--- src/rtl/trig_mon_pkg.sv ---
// Shared types and constants for the L1A/LCT rate monitor: FSM states,
// trigger-rule limits and readout select codes.
package trig_mon_pkg;

    typedef enum logic [1:0] {
        ST_IDLE,
        ST_GATE,
        ST_LATCH
    } mon_state_t;

    localparam int RULE1_MIN = 3;   // minimum L1A spacing in cycles
    localparam int RULE2_WIN = 25;  // sliding window length, current cycle included
    localparam int RULE2_MAX = 2;   // edges allowed in the window before a new one

    // Channel index equals the readout code: 0 = L1A, 1..6 = LCT_IN[0..5].
    localparam int         NUM_CH = 7;
    localparam logic [2:0] RD_ERR = 3'd7;

endpackage

--- src/rtl/trig_edge_cnt.sv ---
// One rate channel: rising-edge detect, saturating live counter that can be
// held at zero or reloaded at latch time, and the shadow register.
module trig_edge_cnt #(
    parameter int CNT_W = 16
) (
    input  logic             clk,
    input  logic             rst_n,
    input  logic             clr,
    input  logic             hold_zero,
    input  logic             do_latch,
    input  logic             din,
    output logic [CNT_W-1:0] live,
    output logic [CNT_W-1:0] shadow
);

    logic             din_d_reg;
    logic             rise_reg;
    logic [CNT_W-1:0] cnt_reg;
    logic [CNT_W-1:0] shadow_reg;

    always_ff @(posedge clk or negedge rst_n) begin
        if (!rst_n) begin
            din_d_reg  <= 1'b0;
            rise_reg   <= 1'b0;
            cnt_reg    <= '0;
            shadow_reg <= '0;
        end else begin
            din_d_reg <= din;
            rise_reg  <= din & ~din_d_reg;
            if (clr) begin
                cnt_reg    <= '0;
                shadow_reg <= '0;
            end else begin
                if (do_latch)
                    shadow_reg <= cnt_reg;
                // An edge seen in the latch cycle opens the next gate's count.
                if (hold_zero)
                    cnt_reg <= '0;
                else if (do_latch)
                    cnt_reg <= {{(CNT_W-1){1'b0}}, rise_reg};
                else if (rise_reg && (cnt_reg != '1))
                    cnt_reg <= cnt_reg + 1'b1;
            end
        end
    end

    assign live   = cnt_reg;
    assign shadow = shadow_reg;

endmodule

--- src/rtl/trig_rate_monitor.sv ---
// L1A/LCT rate monitor: gated per-channel rate counts with shadow readout and
// sticky trigger-rule violation flags for the random/burst trigger generator.
module trig_rate_monitor
    import trig_mon_pkg::*;
#(
    parameter int GATE_CYC = 40000,
    parameter int CNT_W    = 16
) (
    input  logic             clk,
    input  logic             rst_n,
    input  logic             ena,
    input  logic             clr,
    input  logic             gtrg_in,
    input  logic [5:0]       lct_in,
    input  logic [2:0]       rd_sel,
    output logic [CNT_W-1:0] rd_data,
    output logic             rate_valid,
    output logic             rule1_err,
    output logic             rule2_err
);

    localparam int               TMR_W    = $clog2(GATE_CYC);
    localparam logic [TMR_W-1:0] TMR_LAST = TMR_W'(GATE_CYC - 2);
    localparam int               HIST_W   = RULE2_WIN - 1;

    mon_state_t        state_reg, state_next;
    logic [TMR_W-1:0]  timer_reg;
    logic              hold_zero, do_latch;
    logic [NUM_CH-1:0] chan_in;
    logic [CNT_W-1:0]  live_cnt   [NUM_CH];
    logic [CNT_W-1:0]  shadow_cnt [NUM_CH];

    logic              l1a_d_reg, l1a_rise_reg;
    logic [HIST_W-1:0] hist_reg;
    logic              rule1_hit, rule2_hit;
    logic [CNT_W-1:0]  err_cnt_reg;
    logic              rule1_reg, rule2_reg, rate_valid_reg;
    logic [CNT_W-1:0]  rd_data_reg, rd_next;

    assign chan_in   = {lct_in, gtrg_in};
    assign hold_zero = (state_reg == ST_IDLE);
    assign do_latch  = (state_reg == ST_LATCH);

    generate
        for (genvar gi = 0; gi < NUM_CH; gi++) begin : g_chan
            trig_edge_cnt #(.CNT_W(CNT_W)) u_cnt (
                .clk       (clk),
                .rst_n     (rst_n),
                .clr       (clr),
                .hold_zero (hold_zero),
                .do_latch  (do_latch),
                .din       (chan_in[gi]),
                .live      (live_cnt[gi]),
                .shadow    (shadow_cnt[gi])
            );
        end
    endgenerate

    // GATE spans GATE_CYC-1 cycles so that GATE plus LATCH is exactly GATE_CYC.
    always_comb begin
        state_next = state_reg;
        case (state_reg)
            ST_IDLE:  if (ena) state_next = ST_GATE;
            ST_GATE: begin
                if (!ena)
                    state_next = ST_IDLE;
                else if (timer_reg == TMR_LAST)
                    state_next = ST_LATCH;
            end
            ST_LATCH: state_next = ena ? ST_GATE : ST_IDLE;
            default:  state_next = ST_IDLE;
        endcase
        if (clr)
            state_next = ena ? ST_GATE : ST_IDLE;
    end

    always_ff @(posedge clk or negedge rst_n) begin
        if (!rst_n) begin
            state_reg <= ST_IDLE;
            timer_reg <= '0;
        end else begin
            state_reg <= state_next;
            timer_reg <= (clr || state_reg != ST_GATE) ? '0 : timer_reg + 1'b1;
        end
    end

    // History holds the previous RULE2_WIN-1 cycles; with the current edge
    // that covers the full window.
    assign rule1_hit = l1a_rise_reg && (|hist_reg[RULE1_MIN-2:0]);
    assign rule2_hit = l1a_rise_reg && ($countones(hist_reg) >= RULE2_MAX);

    always_ff @(posedge clk or negedge rst_n) begin
        if (!rst_n) begin
            l1a_d_reg    <= 1'b0;
            l1a_rise_reg <= 1'b0;
            hist_reg     <= '0;
            err_cnt_reg  <= '0;
            rule1_reg    <= 1'b0;
            rule2_reg    <= 1'b0;
        end else begin
            l1a_d_reg    <= gtrg_in;
            l1a_rise_reg <= gtrg_in & ~l1a_d_reg;
            if (clr) begin
                hist_reg    <= '0;
                err_cnt_reg <= '0;
                rule1_reg   <= 1'b0;
                rule2_reg   <= 1'b0;
            end else begin
                hist_reg <= {hist_reg[HIST_W-2:0], l1a_rise_reg};
                if (rule1_hit) rule1_reg <= 1'b1;
                if (rule2_hit) rule2_reg <= 1'b1;
                if ((rule1_hit || rule2_hit) && (err_cnt_reg != '1))
                    err_cnt_reg <= err_cnt_reg + 1'b1;
            end
        end
    end

    // During LATCH the live value is what the shadow is about to hold, so the
    // read port shows new counts in the same cycle as RATE_VALID.
    always_comb begin
        rd_next = '0;
        if (rd_sel == RD_ERR)
            rd_next = err_cnt_reg;
        else if (do_latch)
            rd_next = live_cnt[rd_sel];
        else
            rd_next = shadow_cnt[rd_sel];
    end

    always_ff @(posedge clk or negedge rst_n) begin
        if (!rst_n) begin
            rd_data_reg    <= '0;
            rate_valid_reg <= 1'b0;
        end else if (clr) begin
            rd_data_reg    <= '0;
            rate_valid_reg <= 1'b0;
        end else begin
            rd_data_reg    <= rd_next;
            rate_valid_reg <= do_latch;
        end
    end

    assign rd_data    = rd_data_reg;
    assign rate_valid = rate_valid_reg;
    assign rule1_err  = rule1_reg;
    assign rule2_err  = rule2_reg;

endmodule
--- config.mk ---
export PLATFORM = sky130hd
export DESIGN_NAME = trig_rate_monitor
export DESIGN_NICKNAME = d
export VERILOG_FILES = /design/src/rtl/trig_mon_pkg.sv /design/src/rtl/trig_edge_cnt.sv /design/src/rtl/trig_rate_monitor.sv
export SDC_FILE = /design/constraint.sdc
export NUM_CORES = 1
export LEC_CHECK = 0
export CAP_MARGIN = 20
export CORE_MARGIN = 3
export CORE_UTILIZATION = 40
export DETAILED_ROUTE_END_ITERATION = 10
export PLACE_DENSITY = 0.67
export SLEW_MARGIN = 20
export SYNTH_ARGS = -nofsm -noshare
export SYNTH_HDL_FRONTEND = slang
export SYNTH_SLANG_ARGS = --single-unit
--- constraint.sdc ---
create_clock -name clk -period 5.6 [get_ports clk]
set_input_delay 1.4 -clock clk [delete_from_list [all_inputs] [get_ports clk]]
set_output_delay 1.4 -clock clk [all_outputs]
set_load 0.01 [all_outputs]
==> impl_metrics.tcl <==
set metrics [dict create \
    maxSlewViolCount 0 \
    vias 12200 \
    yosys.area.top_type "dfrtp_1" \
    r2r_start "hist_reg[1]" \
    die_area_um2 42600 \
    synth.avg_cell_area_um2 9.76 \
    wl_um 39000 \
    syn_inst 1645 \
    rsz0062_at_grt "no" \
    yosys_warnings 0 \
    dp_hpwl_um 26500 \
    cp.required_ns 5.99 \
    power.total_mw 4.90 \
    syn_to_final_growth_pct 11.4 \
    ir_drop_v 0.000193 \
    synth.distinct_cells 71 \
    num_io_pins 33 \
    slew_headroom 0.311 \
    powerDensity_nw_per_um2 274 \
    placementRows 72 \
    finClkSkew_ns 0.0124 \
    setup_violations 0 \
    hold_slack_ns 0.388 \
    antenna_found_initial 1 \
    worstSkewPairLatency_ns 0.51 \
    synth-seq-area-share 0.491 \
    portBuffers 32 \
    critPathLaunch "hist_reg[1]" \
    fin_crit_ns 5.07 \
    cts_hold_buf 0 \
    synth_edf_count 0 \
    cts_resized 0 \
    grt_pass1_wl_um 64900 \
    antenna-diode-count 0 \
    fin_crit_sh 0.906 \
    core_region_area_um2 39100 \
    cts_max_level 2 \
    synth_seq_cells 315 \
    syn_nets 1693 \
    p_leak_nw 7.55 \
    tightest_slew_ns 1.02 \
    clockBufferDepth 3 \
    syn_area_um2 16100 \
    drc_errors 0 \
    detail_route.wl_per_cell_um 18.0 \
    cts_root_buffer "clkbuf_16" \
    track_usage 0.188 \
    critPathMaxFanout 5 \
    drive_above_1_share 0.0821 \
    finalHoldViolations 0 \
    initial_core_util 0.411 \
    critPathKind "reg -> reg" \
    status "finished, final reports clean" \
    fmax_ghz 0.197 \
    drtIter0Drc 1067 \
    finalWeightedCongestion 0.859 \
    clkTransAtPathRegs_ns 0.06 \
    viasPerCell 5.63 \
    cts_tree "yes" \
    synthArstFlopShare 1.00 \
    fin_tns_setup_ns 0 \
    numCtsBuffers 36 \
    grt_pass1_vias 11900 \
    die_w_um 206 \
    max_cap_violations 0 \
    endpoint_kind "flip-flop" \
    ys_top_cells_by_area "dfrtp_1 49%, nand2_1 5.0%, nor2_1 4.8%" \
    nets 1671 \
    hp-start "g_chan[4].u_cnt.din_d_reg" \
    start_kind "flip-flop" \
    synth_top_area_frac 0.491 \
    ant_nets 0 \
    worstPathArrival_ns 5.46 \
    ys.flop_type "dfrtp_1" \
    grt_overflow 0 \
    grt_max_degree 102 \
    die_h_um 206 \
    clock_sinks 315 \
    first_pass_iters 6 \
    post_cts_buffers 0 \
    hp-class "reg -> reg" \
]
==> report_power, final <==
group	switching, mW	total [mW]	internal (mW)
logic	0.192	0.263	0.0714
clock network	0.897	2.32	1.42
registers	0.0198	2.31	2.29
==> placed cells by master (no fill, tap or decap), types with 28 or more instances in the layout <==
cell type        count
clkbuf_16           37
mux4_2              31
dfrtp_1            315
nand4_1             37
nor2_1             205
nand2_1            215
nand3_1             50
xor2_1              33
xnor2_1             64
mux2i_1             43
a21oi_1            125
clkdlybuf4s50_1     28
nor3_1              72
o21ai_0             50
inv_1               55
==> cell families (layout without fill, tap and decap cells) <==
logic type / count (synthesis) / in the layout / share of synthesized area
adder cells (fa/ha/maj): 34 / 34 / 0.0345
AO/OA/AOI/OAI: 261 / 261 / 0.100
buffers and inverters: 161 / 160 / 0.0413
flip-flops: 315 / 315 / 0.491
XOR/XNOR: 97 / 97 / 0.0529
multiplexers: 76 / 76 / 0.0717
AND/OR/NAND/NOR: 701 / 701 / 0.208
==> per-stage QoR <==
step	setup WS [ns]	utilization	instances	instance area, um2
2_1_floorplan	0.859	-	1645	16100
3_3_place_gp	0.635	0.427	2103	16700
3_5_place_dp	0.535	0.427	2103	16700
4_1_cts	0.507	0.457	2162	17900
5_1_grt	0.291	0.457	2162	17900
6_report	0.527	0.457	2162	17900
==> Yosys cell counts (5+ instances only) <==
cell type / instances
nor2b_1: 16
dfrtp_1: 315
nor2_1: 205
xnor2_1: 64
ha_1: 17
nand2_1: 215
or3_1: 12
nand4_1: 37
and4_1: 15
buf_4: 5
a41o_1: 6
a21oi_1: 125
mux2i_1: 43
buf_2: 16
nand3_1: 50
mux4_2: 31
and3_1: 17
fa_1: 17
xor2_1: 33
nand2b_1: 8
nor4_1: 19
o32ai_1: 15
clkbuf_1: 66
o21ai_0: 50
a31oi_1: 10
nor3_1: 72
a211oi_1: 7
o22ai_1: 16
inv_1: 55
buf_1: 13
==> layout make-up <==
cell class                 count  area (um2)
tap                          518         648
clock inverter                 8        90.1
inverter                      55         206
sequential                   315        7880
fill                        3684       21200
timing repair buffer          46         443
multi-input combinational   1169        7530
clock buffer                  51        1080
==> routing by layer <==
| layer | global-route usage | share of wire | vias up |
|---|---|---|---|
| met5 | 0 | 0.00033 | - |
| met4 | 0.0548 | 0.025 | 2 |
| met3 | 0.0304 | 0.058 | 66 |
| met2 | 0.294 | 0.46 | 387 |
| met1 | 0.272 | 0.45 | 6022 |
| li1 | - | - | 5695 |
==> worst paths after layout <==
path	cells past startpoint	endpoint	slack, ns
max	14	err_cnt_reg[6]	0.53
min	1	g_chan[4].u_cnt.rise_reg	0.39
max reg2reg	14	err_cnt_reg[6]	0.53
min reg2reg	1	g_chan[4].u_cnt.rise_reg	0.39
max in group asynchronous	2	rd_data[2]	3.62
min in group asynchronous	1	hist_reg[12]	0.93
==> worst max-delay path: stages, from the launching register on <==
cell and delay [ns]:
dfrtp_1 0.36, inv_1 0.12, fa_1 0.47, fa_1 0.56, fa_1 0.44, fa_1 0.50, fa_1 0.50, inv_1 0.05
ha_1 0.20, fa_1 0.44, nor4_1 0.36, nand2_1 0.22, o21ai_1 0.33, nor4_1 0.12, mux2_2 0.29
(Power assumes the default switching activity.)
==> patch 1, RTL diff (same flow settings) <==
Set the package constant `RULE2_WIN` to 50 (it was 25).
--- a/src/rtl/trig_mon_pkg.sv
+++ b/src/rtl/trig_mon_pkg.sv
@@ -9,7 +9,7 @@
     } mon_state_t;
 
     localparam int RULE1_MIN = 3;   // minimum L1A spacing in cycles
-    localparam int RULE2_WIN = 25;  // sliding window length, current cycle included
+    localparam int RULE2_WIN = 50;  // sliding window length, current cycle included
     localparam int RULE2_MAX = 2;   // edges allowed in the window before a new one
 
     // Channel index equals the readout code: 0 = L1A, 1..6 = LCT_IN[0..5].
Formal check against the unedited RTL: no difference found for any inputs over 4 cycles, from zero or initial values and one cycle with rst_n low; that may be too few to reach the edited logic, so the function may still have changed.
==> patch 1 against the unedited design <==
The flow now finishes with violations (setup timing). Critical path depth up 6. Clock power up 9.9%. Global-route usage down 0.28 points. Die area up 6.8%. Critical path type unchanged. Sequential cell count up 25. Worst setup slack worse by 1.5 ns. Synthesized area up 7.0%. Routed wire length up 5.2%. Combinational power down 21%. Largest cell class unchanged. Count of clock-buffer cells in the layout up 7. Final area up 8.6%. Worst hold slack worse by 0.0031 ns. Total power up 7.3%.
==> patch 1: results (changes against the unedited design) <==
Final layout
  • Fraction of layout cells with a size suffix above 1: 9.84% (+1.6 points)
  • NumNets Final: 1773 (+6.1%)
  • Post-Layout Cell Count: 2266 (+4.8%)

Routing
  • Top routing layer used: met4
  • Via/cell ratio: 5.61 (-0.40%)
  • Met3 Wirelength: 2360 um (+4.0%)
  • DR WL/cell: 18.1 um (+0.38%)
  • Routed wl met2: 18900 um (+4.8%)

Status
  • Violated checks: setup timing
  • Status: finished with violations

Setup path
  • Cell depth of the worst flop-to-flop path: 20 (+6)
  • R2r setup slk: -0.96 ns (-1.49 ns)
  • Crit Path Max Fanout: 10 (+5)
  • Critical Path AT: 6.93 ns (+1.47 ns)
  • CP startpoint: hist_reg[17]

Global routing
  • Vias in the first global route: 12540 (+5.7%)
  • First-pass GRT wire length: 67900 um (+4.8%)
  • GRT Util Overall: 18.6% (-0.28 points)

STA
  • Worst-Margin Slew: 1.02 ns (-0.00623 ns)
  • Final setup violation count: 17 (+17)
  • PnR worst setup slack: -0.960 ns (-1.49 ns)
  • Setup TNS: -14.88 ns (-14.88 ns)

Synthesis
  • Post-synthesis sequential area ratio: 49.5% (+0.42 points)
  • Syn avg cell area: 10.1 um^2 (+3.9%)

Placed design
  • HPWL after detailed placement: 27500 um (+3.7%)

Power and ir drop
  • Worst VDD drop: 0.000175 V (-9.4%)

Clocking
  • CTS Buf Count: 38 (+5.6%)
-- patch 1: cell count changes in the layout (fill, tap and decap cells not counted), moves of 16 or more --
cell | unedited run | this run
nor3_1 | 72 | 48
fa_1 | 17 | 39
nor2b_1 | 14 | 30
xnor2_1 | 64 | 43
dfrtp_1 | 315 | 340
-- patch 1: kinds of logic after synthesis --
group	share of synthesized area, %
mux	7.18
simple gates	20.0
compound gates	8.96
flops	49.5
buf+inv	4.00
fa+ha+maj	6.12
xor+xnor	4.18
-- patch 1: report_power, final --
part	switching, mW	internal, mW
Clock	0.989	1.56
Sequential	0.0193	2.47
Combinational	0.151	0.0576
Total	1.16	4.09
-- patch 1: metal layers --
metal,GRT usage [%],vias to the layer above
met3,2.88,68
met5,0,-
met4,4.95,0
met1,27.4,6392
met2,28.7,359
li1,-,5887
-- patch 1: what timing repair did --
action | in CTS | in global routing
endpoints found under the setup margin | 17 | 17
buffers inserted | 2 | 2
endpoints found under the hold margin | 0 | 0
pin swaps | 1 | 3
gates resized for setup | 4 | 5
gates cloned | 1 | 0
-- patch 1: area by class of cell --
type	instances	area share [%]
clock buffers	58	5.97
clock inverters	10	0.644
multi-input cells	1185	41.5
inverters	69	1.33
repair buffers	65	3.27
well taps	539	3.47
flip-flops and latches	340	43.8
-- patch 1: worst max-delay path, delay by kind of cell, from the launching register on --
kind	cells	cell delay [ns]
adders and majority gates	9	4.23
AOI/OAI and AO/OA	3	0.71
and+or+nand+nor	2	0.53
buffers and inverters	6	0.49
DFF	1	0.40
==> patch 2, RTL diff (same settings) <==
Without the edit above. Make the reset (`rst_n`) synchronous in 4 clocked blocks.
--- a/src/rtl/trig_edge_cnt.sv
+++ b/src/rtl/trig_edge_cnt.sv
@@ -18,7 +18,7 @@
     logic [CNT_W-1:0] cnt_reg;
     logic [CNT_W-1:0] shadow_reg;
 
-    always_ff @(posedge clk or negedge rst_n) begin
+    always_ff @(posedge clk) begin
         if (!rst_n) begin
             din_d_reg  <= 1'b0;
             rise_reg   <= 1'b0;
--- a/src/rtl/trig_rate_monitor.sv
+++ b/src/rtl/trig_rate_monitor.sv
@@ -74,7 +74,7 @@
             state_next = ena ? ST_GATE : ST_IDLE;
     end
 
-    always_ff @(posedge clk or negedge rst_n) begin
+    always_ff @(posedge clk) begin
         if (!rst_n) begin
             state_reg <= ST_IDLE;
             timer_reg <= '0;
@@ -89,7 +89,7 @@
     assign rule1_hit = l1a_rise_reg && (|hist_reg[RULE1_MIN-2:0]);
     assign rule2_hit = l1a_rise_reg && ($countones(hist_reg) >= RULE2_MAX);
 
-    always_ff @(posedge clk or negedge rst_n) begin
+    always_ff @(posedge clk) begin
         if (!rst_n) begin
             l1a_d_reg    <= 1'b0;
             l1a_rise_reg <= 1'b0;
@@ -127,7 +127,7 @@
             rd_next = shadow_cnt[rd_sel];
     end
 
-    always_ff @(posedge clk or negedge rst_n) begin
+    always_ff @(posedge clk) begin
         if (!rst_n) begin
             rd_data_reg    <= '0;
             rate_valid_reg <= 1'b0;
Behaviour: same outputs for any inputs over 4 cycles, from zero or initial values and one cycle with rst_n low; that may be too few to reach the edited logic, so the function may still have changed.
==> patch 2 against the unedited design <==
First-iteration DRC count down 25%. Synthesized area is 9.6% lower. Routed wire length is 8.9% lower. Worst setup slack got worse by 0.20 ns. Core utilization about the same. Final area fell by 8.8%. Sequential cell count is the same. Die area decreased by 9.3%. Via count fell by 3.7%. Worst hold slack got worse by 0.0068 ns. Highest routed layer is now met4.
Power is not compared: it rests on default switching activity, and its combinational part moved more than twofold at a synthesized area within 25%.
==> patch 2: results (changes against the unedited design) <==
Routing
  • Routed wl met2: 16400 um (-9.1%)
  • DR pass1 iterations: 5 (-1)
  • Top routing layer used: met4
  • DR WL/cell: 16.8 um (-7.0%)
  • Via/cell ratio: 5.53 (-1.8%)
  • Drt initial violations: 804 (-25%)
  • M1 WL: 16000 um (-9.6%)

Power and ir drop
  • Leak: 5.52 nW

Clocking
  • Worst-Skew Late Latency: 0.53 ns (+0.02 ns)
  • CTS H-Tree Depth: 2 (unchanged)
  • Postcts setup bufs: 0 (unchanged)
  • Post-cts gate resize count: 0 (unchanged)
  • CTS Buf Count: 36 (unchanged)

STA
  • Skew final: 0.0246 ns (+0.0122 ns)
  • Hold WS: 0.381 ns (-0.00683 ns)
  • Worst-Margin Slew: 1.12 ns (+0.101 ns)
  • PnR worst setup slack: 0.328 ns (-0.199 ns)

Synthesis
  • Dominant synthesized flop cell: dfxtp_1
  • Asr flop ratio synth: 0% (-100 points)
  • Syn avg cell area: 8.82 um^2 (-9.6%)
  • Yosys cell types: 64 (-9.9%)
  • Commonest cells in the netlist: 315 x dfxtp_1, 225 x nand2_1, 196 x nor2_1

Final layout
  • Number of non-clock buffers: 40 (-13%)
  • Post-Layout Cell Count: 2120 (-1.9%)
  • Multi-input gate share of the layout cell area: 46.7% (+4.6 points)
  • Layout clock area frac: 7.33% (+0.79 points)
  • # fillers: 3476 (-5.6%)
  • Inverters, non-clock: 57 (+3.6%)
  • NonClk Buf Share: 2.36% (-0.11 points)
  • Multi-input gates: 1182 (+1.1%)
  • NumNets Final: 1680 (+0.54%)

Placed design
  • HPWL after detailed placement: 24200 um (-8.6%)
  • Placed Instance Area: 15100 um^2 (-9.6%)
  • Final GP Congestion: 0.843 (-1.8%)
  • Dpl cells: 2055 (-2.3%)

Setup path
  • Critical Path AT: 5.66 ns (+0.20 ns)
  • CP endpoint: err_cnt_reg[1]
  • Worst path max stage delay: 0.58 ns (+0.02 ns)
  • CP startpoint: hist_reg[0]

Worst hold path
  • Hold Startpoint: g_chan[2].u_cnt.din_d_reg
  • Min-Delay Endpoint: g_chan[2].u_cnt.rise_reg

Global routing
  • GRT Util Overall: 18.1% (-0.69 points)
  • GR Layer Usage met2: 29.4% (-0.048 points)
  • First-pass GRT wire length: 57500 um (-11%)
  • Vias in the first global route: 10974 (-7.5%)
  • Largest net degree at the start of global routing: 91 (-11%)

Status
  • Status: completed
## patch 2: cell types whose count changed after synthesis, sizes merged, moves of 12 or more
cell and delta:
nor4 -12, dfrtp -315, dfxtp +315, o32ai -15, o211ai +17, nand3 +20, xor2 +17, clkbuf -21
nor3 -40, xnor2 -39, mux2 +14, and2 +20
## patch 2: logic make-up after synthesis
logic type	after synthesis	share of synthesized area [%]
AOI/OAI and AO/OA	284	12.0
buffers and inverters	149	4.28
and+or+nand+nor	702	23.0
muxes	87	8.95
xor gates and xnor gates	75	4.53
DFF	315	43.5
adders and majority gates	34	3.81
## patch 2: where the power goes
group | total [mW] | internal (mW) | switching [mW]
sequential | 2.26 | 2.25 | 0.00933
clock | 2.37 | 1.45 | 0.922
combinational | 0.114 | 0.0393 | 0.0747
total | 4.75 | 3.74 | 1.01
